$ cat config.mk
export PLATFORM = sky130hd
export DESIGN_NAME = roulette_wheel_spinner
export DESIGN_NICKNAME = d
export VERILOG_FILES = /design/src/rtl/roulette_pkg.sv /design/src/rtl/roulette_lfsr16.sv /design/src/rtl/roulette_wheel_spinner.sv
export SDC_FILE = /design/constraint.sdc
export NUM_CORES = 1
export LEC_CHECK = 0
export BUFFER_PORTS_ARGS = -buffer_cell sky130_fd_sc_hd__buf_2
export CORE_MARGIN = 1.5
export CORE_UTILIZATION = 55
export DETAILED_ROUTE_END_ITERATION = 8
export PLACE_DENSITY_LB_ADDON = 0.2
export SLEW_MARGIN = 20
export SYNTH_ARGS = -nofsm -noshare
export SYNTH_HDL_FRONTEND = slang
export SYNTH_SLANG_ARGS = --single-unit
$ cat constraint.sdc
create_clock -name clk -period 2.74 [get_ports clk]
set_input_delay 0.274 -clock clk [delete_from_list [all_inputs] [get_ports clk]]
set_output_delay 0.274 -clock clk [all_outputs]
set_load 0.01 [all_outputs]
$ cat src/rtl/roulette_pkg.sv
// Shared definitions for the even/odd roulette game.
// Holds the spinner state encoding, the LFSR geometry and step function, and
// the default result width/range shared with roulette_guessEvenOdd so that
// randnum widths line up across the two blocks.
package roulette_pkg;

  localparam int unsigned      LFSR_W      = 16;
  localparam logic [15:0]      LFSR_TAPS   = 16'hB400;
  localparam int unsigned      DEF_NUM_W   = 5;
  localparam int unsigned      DEF_MAX_NUM = 31;

  typedef enum logic {
    IDLE = 1'b0,
    SPIN = 1'b1
  } spin_state_e;

  // Galois right-shift step; a non-zero state never maps to zero.
  function automatic logic [LFSR_W-1:0] lfsr_next(input logic [LFSR_W-1:0] s);
    return (s >> 1) ^ (s[0] ? LFSR_TAPS : '0);
  endfunction

endpackage

$ cat src/rtl/roulette_lfsr16.sv
// Free-running 16-bit Galois LFSR used as the spinner's entropy source.
// Ports:
//   clk     - system clock
//   reset_n - synchronous active-low reset, loads seed (0 replaced by 1)
//   seed    - reset value
//   state   - current LFSR state, advances every cycle
module roulette_lfsr16
  import roulette_pkg::*;
(
  input  logic              clk,
  input  logic              reset_n,
  input  logic [LFSR_W-1:0] seed,
  output logic [LFSR_W-1:0] state
);

  logic [LFSR_W-1:0] state_q, state_d, seed_eff;

  always_comb begin
    // An all-zero seed would lock the LFSR, so substitute 1.
    seed_eff = (seed == '0) ? LFSR_W'(1) : seed;
    state_d  = lfsr_next(state_q);
  end

  always_ff @(posedge clk) begin
    if (!reset_n) state_q <= seed_eff;
    else          state_q <= state_d;
  end

  assign state = state_q;

endmodule

$ cat src/rtl/roulette_wheel_spinner.sv
// Roulette wheel spinner: on a spin_req rising edge runs a decelerating
// animation (step interval grows by STEP_INC each step) and then latches a
// reduced LFSR sample as the final result with a one-cycle valid pulse.
// Ports:
//   clk          - system clock
//   reset_n      - synchronous active-low reset
//   spin_req     - level spin request, rising edge starts a spin when idle
//   randnum      - latched final result, held until the next result
//   result_valid - one-cycle pulse when randnum updates
//   busy         - high while spinning
//   spin_display - animated value, equals randnum when idle
module roulette_wheel_spinner
  import roulette_pkg::*;
#(
  parameter int unsigned       NUM_W     = DEF_NUM_W,
  parameter int unsigned       MAX_NUM   = DEF_MAX_NUM,
  parameter int unsigned       CNT_W     = 24,
  parameter int unsigned       START_DIV = 2_500_000,
  parameter int unsigned       STEP_INC  = 500_000,
  parameter int unsigned       END_DIV   = 12_500_000,
  parameter logic [LFSR_W-1:0] SEED      = 16'hACE1
) (
  input  logic             clk,
  input  logic             reset_n,
  input  logic             spin_req,
  output logic [NUM_W-1:0] randnum,
  output logic             result_valid,
  output logic             busy,
  output logic [NUM_W-1:0] spin_display
);

  spin_state_e       state_q, state_d;
  logic [CNT_W-1:0]  tick_q, tick_d;
  logic [CNT_W-1:0]  interval_q, interval_d;
  logic [NUM_W-1:0]  randnum_q, randnum_d;
  logic [NUM_W-1:0]  display_q, display_d;
  logic              valid_q, valid_d;
  logic              busy_q, busy_d;
  logic              req_prev_q, req_prev_d;

  logic [LFSR_W-1:0] lfsr_state;
  logic [NUM_W-1:0]  reduced;
  logic [CNT_W:0]    interval_next;
  logic              spin_edge, step_hit, last_step;

  roulette_lfsr16 u_lfsr (
    .clk     (clk),
    .reset_n (reset_n),
    .seed    (SEED),
    .state   (lfsr_state)
  );

  // Fold the raw low bits into 0..MAX_NUM with a single subtraction.
  function automatic logic [NUM_W-1:0] reduce(input logic [LFSR_W-1:0] s);
    logic [NUM_W-1:0] r;
    r = s[NUM_W-1:0];
    if (r > NUM_W'(MAX_NUM)) r = r - NUM_W'(MAX_NUM + 1);
    return r;
  endfunction

  always_comb begin
    reduced       = reduce(lfsr_state);
    spin_edge     = spin_req & ~req_prev_q;
    // One extra bit so the end-of-spin compare cannot be fooled by overflow.
    interval_next = {1'b0, interval_q} + (CNT_W+1)'(STEP_INC);
    step_hit      = (tick_q == interval_q - CNT_W'(1));
    last_step     = interval_next > (CNT_W+1)'(END_DIV);

    state_d    = state_q;
    tick_d     = tick_q;
    interval_d = interval_q;
    randnum_d  = randnum_q;
    display_d  = display_q;
    valid_d    = 1'b0;
    busy_d     = busy_q;
    req_prev_d = spin_req;

    case (state_q)
      IDLE: begin
        if (spin_edge) begin
          state_d    = SPIN;
          busy_d     = 1'b1;
          tick_d     = '0;
          interval_d = CNT_W'(START_DIV);
        end
      end
      SPIN: begin
        if (step_hit) begin
          tick_d     = '0;
          display_d  = reduced;
          interval_d = interval_next[CNT_W-1:0];
          if (last_step) begin
            randnum_d = reduced;
            valid_d   = 1'b1;
            busy_d    = 1'b0;
            state_d   = IDLE;
          end
        end else begin
          tick_d = tick_q + CNT_W'(1);
        end
      end
      default: state_d = IDLE;
    endcase
  end

  always_ff @(posedge clk) begin
    if (!reset_n) begin
      state_q    <= IDLE;
      tick_q     <= '0;
      interval_q <= CNT_W'(START_DIV);
      randnum_q  <= '0;
      display_q  <= '0;
      valid_q    <= 1'b0;
      busy_q     <= 1'b0;
      req_prev_q <= 1'b0;
    end else begin
      state_q    <= state_d;
      tick_q     <= tick_d;
      interval_q <= interval_d;
      randnum_q  <= randnum_d;
      display_q  <= display_d;
      valid_q    <= valid_d;
      busy_q     <= busy_d;
      req_prev_q <= req_prev_d;
    end
  end

  assign randnum      = randnum_q;
  assign result_valid = valid_q;
  assign busy         = busy_q;
  assign spin_display = display_q;

endmodule

* After elaboration in Yosys (flattened, before gate mapping)
Index checks and enable logic that the tools add are counted.
Word-level totals: register bits 78
Cells by class: add/sub/neg operators 3, muxes and demuxes 16, equal/unequal tests 4, reduce and logical (&&, ||, !) cells 5, bitwise logic cells 4, order comparisons 1
Operators by type and width (count):
- $mux 24 | 4
- $pmux 24 s2 | 2
- $add 24x19->25 const B | 1
- $gt 25x24->1 const B | 1
- $add 24x1->24 const B | 1
- $eq 24x24->1 | 1
- $sub 24x1->24 const B | 1
- $mux 16 | 1
- $xor 15x16->16 | 1
- $reduce_and 3->1 | 3
- $mux 1 | 7
- $ne 2x1->1 const B | 2
- $pmux 1 s2 | 2
- $reduce_and 2->1 | 2
- $ne 2x2->1 const B | 1
- $not 1->1 | 2
- $and 1x1->1 | 1

* Logic depth before layout (Yosys ltp)
depth after elaboration 5, depth in mapped cells 13, depth with buffers taken out 10

* Modules after synthesis
From an unflattened synthesis, not the netlist that was laid out.
Second synthesis, totals: cell total of the unflattened synthesis 562, area total of the unflattened synthesis 4564.4 um^2
By module, submodules not included:
- roulette_wheel_spinner | times used 1, area each 3963.8 um^2, seq. area each 1141.1 um^2, cells each 515
- roulette_lfsr16 | times used 1, area each 600.6 um^2, seq. area each 320.3 um^2, cells each 47

* Worst setup path before layout
Ideal clock, no wire load.
path kind reg2reg, start reg interval_q[6], end reg randnum_q[0], in the netlist randnum[0], period minus slack after synthesis 2.859 ns, path slack -0.119 ns, stages on the path, launching flop included 12, setup time 0.072 ns, path buffers 1, data arrival time 2.788 ns, cells stage by stage dfxtp_1 > clkbuf_1 > inv_1 > ha_1 > nor2b_1 > or3_1 > a32oi_1 > nand4_1 > nor4_4 > nand2_2 > nor3_4 > mux2i_1
On the way: longest elaborated chain between the ends 3, elaborated cells on any way between the ends 5, those cells by class add/sub (2); order compare (1); eq/ne (1); reduce/logical (1)
Ends and longest elaborated chain:
- start, declared | RTL line roulette_wheel_spinner.sv:34 | logic [CNT_W-1:0] interval_q, interval_d;
- start signal, assigned | RTL line roulette_wheel_spinner.sv:110 | interval_q <= CNT_W'(START_DIV);
- start signal, assigned | RTL line roulette_wheel_spinner.sv:119 | interval_q <= interval_d;
- $add 24x19->25 / $sub 24x1->24 (equally long branches) | RTL line roulette_wheel_spinner.sv:65, roulette_wheel_spinner.sv:66
- $gt 25x24->1 / $eq 24x24->1 (equally long branches) | RTL line roulette_wheel_spinner.sv:67, roulette_wheel_spinner.sv:66
- $reduce_and 3->1 (no line) (*)
- end signal, assigned | RTL line roulette_wheel_spinner.sv:120 | randnum_q <= randnum_d;
- end, declared | RTL line roulette_wheel_spinner.sv:35 | logic [NUM_W-1:0] randnum_q, randnum_d;
Mark *: on every way between the ends. The rest lies on a longest branch, timed or not. A chain may end at the register's enable or synchronous reset.

* Worst setup path in the final report
start reg interval_q[15], end reg interval_q[8]
On the way: longest elaborated chain between the ends 4
Ends and longest elaborated chain:
- $sub 24x1->24 | RTL line roulette_wheel_spinner.sv:66 | step_hit = (tick_q == interval_q - CNT_W'(1));
- $eq 24x24->1 | RTL line roulette_wheel_spinner.sv:66
- $ne 2x1->1 (no line)
- $reduce_and 2->1 (no line)
Every way passes these cells.

==> impl_summary.log <==
INFO  metric cp_common_cell = sky130_fd_sc_hd__buf_4
INFO  metric clock_path_buffers = 2
INFO  metric diodes = 0
INFO  metric timing.max_cap.violations = 0
INFO  metric floorplan.initialDensity = 0.5745
INFO  metric synth_simple_gate_area_frac = 0.2906
INFO  metric dr.first_iter.drc_count = 484
INFO  metric syn-cell-area = 4212 um^2
INFO  metric synth_seq_area_share = 0.3470
INFO  metric cp.arrival = 3.04 ns
INFO  metric synth.area.mux_share = 0.02644
INFO  metric vias = 4,348
INFO  metric power.share.clock = 0.438
INFO  metric cts_buffers = 9
INFO  metric routedWlPerCell = 17.80 um
INFO  metric relSlewSlack = 0.5144
INFO  metric pwr-share-comb = 0.050
INFO  metric grt_max_degree = 38
INFO  metric postLayoutSetupSlackWorst = -0.01217 ns
INFO  metric final.hold.worst_slack = 0.1408 ns
INFO  metric worst_slew_pin_slew = 0.7285 ns
INFO  metric synth_area_per_cell = 7.931 um^2
INFO  metric p_seq_frac = 0.512
INFO  metric outcome = complete, but fails checks
INFO  metric ctsHtreeMaxLevel = 3
INFO  metric clock_sink_count = 73
INFO  metric mostFrequentLayoutCell = sky130_fd_sc_hd__nand2_1
INFO  metric routed_via_density = 6.176
INFO  metric routed_wirelength = 12,530 um
INFO  metric fin_crit_sh = 1.004
INFO  metric worst_path_slowest_cell = sky130_fd_sc_hd__nor4_4
INFO  metric drt_drc_violations_left = 0
INFO  metric yosys_warnings = 0
INFO  metric firstDrtPassIters = 5
INFO  metric placementRows = 31
INFO  metric area_share_of_xor_xnor_cells_in_the_synthesized_design = 0.08318
INFO  metric synth_top_family_by_area = simple AND/OR/NAND/NOR gates
INFO  metric worst_setup_hold_path_clk_slew = 0.10 ns
INFO  metric cts_hold_repair.buffers = 0
INFO  metric flow.area_growth_from_synthesis = 29.00%
INFO  metric overflow_left_after_global_routing = 0
INFO  metric tritoncts = yes
INFO  metric cp-startpoint = interval_q[15]
INFO  metric synth_top_area_cell = sky130_fd_sc_hd__dfxtp_1
INFO  metric synth-compound-area-share = 0.1806
INFO  metric detailedPlacementHpwl = 7754 um
INFO  metric net_count_after_synthesis = 538
INFO  metric criticalPathCategory = register to register
INFO  metric gpl.final_weighted_congestion = 0.9236
INFO  metric internal_power = 1.560 mW
INFO  metric layout-drive-gt1-share = 0.2893
INFO  metric fmax = 0.3634 GHz
INFO  metric finish.cell_count_without_fillers = 704
INFO  metric timing.final.setup_violations = 3
INFO  metric asyncSetResetFlopFracSynth = 0
INFO  metric gate_count_of_the_mapped_netlist = 531
INFO  metric post_synth_num_cell_types = 65
INFO  metric worstHoldPathType = primary input to register
INFO  metric clk_latency = 0.37 ns
INFO  metric failing_checks = negative setup slack
INFO  metric finalMaxSlewViolations = 0
INFO  metric cp_slowest_stage_delay = 0.36 ns
INFO  metric worstPathCellList = nor4_4 > buf_4 > buf_4 > a21oi_1 > nor3b_1 > nand4_1 > nor4_4 > buf_4 > and2_4 > buf_12 > buf_6 > nor3_2 > o31ai_1
INFO  metric antenna_found_initial = 0
INFO  metric clock_tree.root_cell = sky130_fd_sc_hd__clkbuf_8
INFO  metric io-pin-count = 15
INFO  metric area_contributors_post_synth = sky130_fd_sc_hd__dfxtp_1 (35%), sky130_fd_sc_hd__nand2_1 (6.8%), sky130_fd_sc_hd__xnor2_1 (6.0%)
INFO  metric final_cell_mix = sky130_fd_sc_hd__nand2_1 (73), sky130_fd_sc_hd__buf_4 (70), sky130_fd_sc_hd__dfxtp_1 (67), sky130_fd_sc_hd__nand3_1 (33), sky130_fd_sc_hd__xnor2_1 (29)
INFO  metric critical_path_required = 3.02 ns
INFO  metric endpoint_kind = register
INFO  metric most_frequently_used_flop_master_after_synthesis = sky130_fd_sc_hd__dfxtp_1
INFO  metric grt_setup_unrepaired = yes
INFO  metric io_buffer_count = 14
INFO  metric fp.coreArea = 7331 um^2
INFO  metric worst_r2r_startpoint = interval_q[15]
INFO  metric yosys.area.top_type_share = 0.3470
INFO  metric power.switching_fraction = 0.2683
INFO  metric p_leak = 1.999 nW
INFO  metric synth-adder-area-share = 0.01188
INFO  metric hold_violations = 0
INFO  metric largest_fanout_on_the_critical_path = 6
INFO  metric min-delay-start = spin_req
INFO  metric fp.dieH = 90.51 um
INFO  metric synth_edf_count = 0
INFO  metric pwr_per_cell_area = 392.3 nW/um^2
INFO  metric antenna_violating_nets_post_route = 0
INFO  metric ys_seq_elements = 73
INFO  metric timing.critical_path.from_type = register
INFO  metric first_global_vias = 3,909
INFO  metric dp.cells = 669
INFO  metric period_minus_slack = 2.752 ns
INFO  metric grt_util_all_layers = 0.2874
INFO  metric design.final.nets = 607
INFO  metric irDropWorstVdd = 0.6078 mV
INFO  metric die-area = 8191 um^2
INFO  metric sw_power = 0.5719 mW
INFO  metric dieWidth = 90.51 um
INFO  metric worst_clock_skew = 0.01448 ns
INFO  metric grt_pass1_wl = 18,930 um
[cells in the mapped netlist, drive strengths merged, types with 12 or more instances]
master   n
buf     15
inv     20
and3    12
dfxtp   73
a21oi   32
nor3    21
nand3   34
nor2    19
o21ai   22
nand2   78
clkbuf  25
xnor2   29
[path summary, 6_finish.rpt]
path	to	slack, ns	cells after the start
max	interval_q[8]	-0.01	13
min	req_prev_q	0.14	2
max reg2reg	interval_q[8]	-0.01	13
min reg2reg	u_lfsr.state[5]	0.42	1
[kinds of logic after synthesis]
logic type	Yosys count
compound gates	112
xor+xnor	40
fa+ha+maj	4
buf+inv	60
flops	73
mux	11
simple gates	231
[power groups by stage]
stage	logic, mW	clock network [mW]	registers [mW]
floorplan	0.0598	0	1.11
global placement	0.0914	0	1.12
global route	0.116	0.980	1.09
detailed placement	0.0937	0	1.12
finish	0.107	0.933	1.09
CTS	0.101	0.934	1.09
[layer usage]
| layer | vias to the layer above | GRT usage | routed length (um) |
|---|---|---|---|
| li1 | 2033 | - | - |
| met1 | 2071 | 0.3589 | 5239 |
| met2 | 203 | 0.4956 | 6046 |
| met3 | 41 | 0.05387 | 898 |
| met4 | 0 | 0.09392 | 347 |
| met5 | - | 0 | 0 |
[sequential cells by signal (all words and copies together), names as in the netlist]
| signal | count |
|---|---|
| tick_q | 24 |
| interval_q | 19 |
| u_lfsr.state | 16 |
| state_q | 1 |
| randnum | 5 |
| req_prev_q | 1 |
| spin_display | 5 |
| busy | 1 |
| result_valid | 1 |
[final cells by class]
| type | count | area [um^2] |
|---|---|---|
| Clock buffer | 9 | 123.9 |
| Sequential cell | 73 | 1469 |
| Fill cell | 526 | 1898 |
| Tap cell | 99 | 123.9 |
| Multi-Input combinational cell | 399 | 2758 |
| Clock inverter | 7 | 83.83 |
| Inverter | 20 | 75.07 |
| Timing Repair Buffer | 97 | 799.5 |
[critical path: cells and delay by family, from the launching register on]
kind,cells,cell delay (ns)
simple gates,6,1.28
buf+inv,5,0.71
flops,1,0.35
compound gates,2,0.32
[metrics by stage]
| step | worst slack (ns) | total power [mW] | cell area, um^2 | setup TNS (ns) | util |
|---|---|---|---|---|---|
| floorplan | 0.001230 | 1.173 | 4225 | 0 | - |
| global placement | -0.1093 | 1.207 | 4760 | -1.402 | 0.6493 |
| detailed placement | -0.2178 | 1.210 | 4760 | -4.362 | 0.6493 |
| CTS | 0.01111 | 2.126 | 5126 | 0 | 0.6993 |
| global route | -0.1327 | 2.189 | 5433 | -1.594 | 0.7411 |
| finish | -0.01217 | 2.131 | 5433 | -0.02023 | 0.7411 |
[what timing repair did]
item | 4_1_cts | 5_1_grt
resized for setup | 19 | 48
setup buffers | 8 | 7
setup endpoints to repair | 53 | 55
pin swaps | 8 | 31
cloned | 1 | 3
Note: power is estimated with default switching activity, not from simulation.
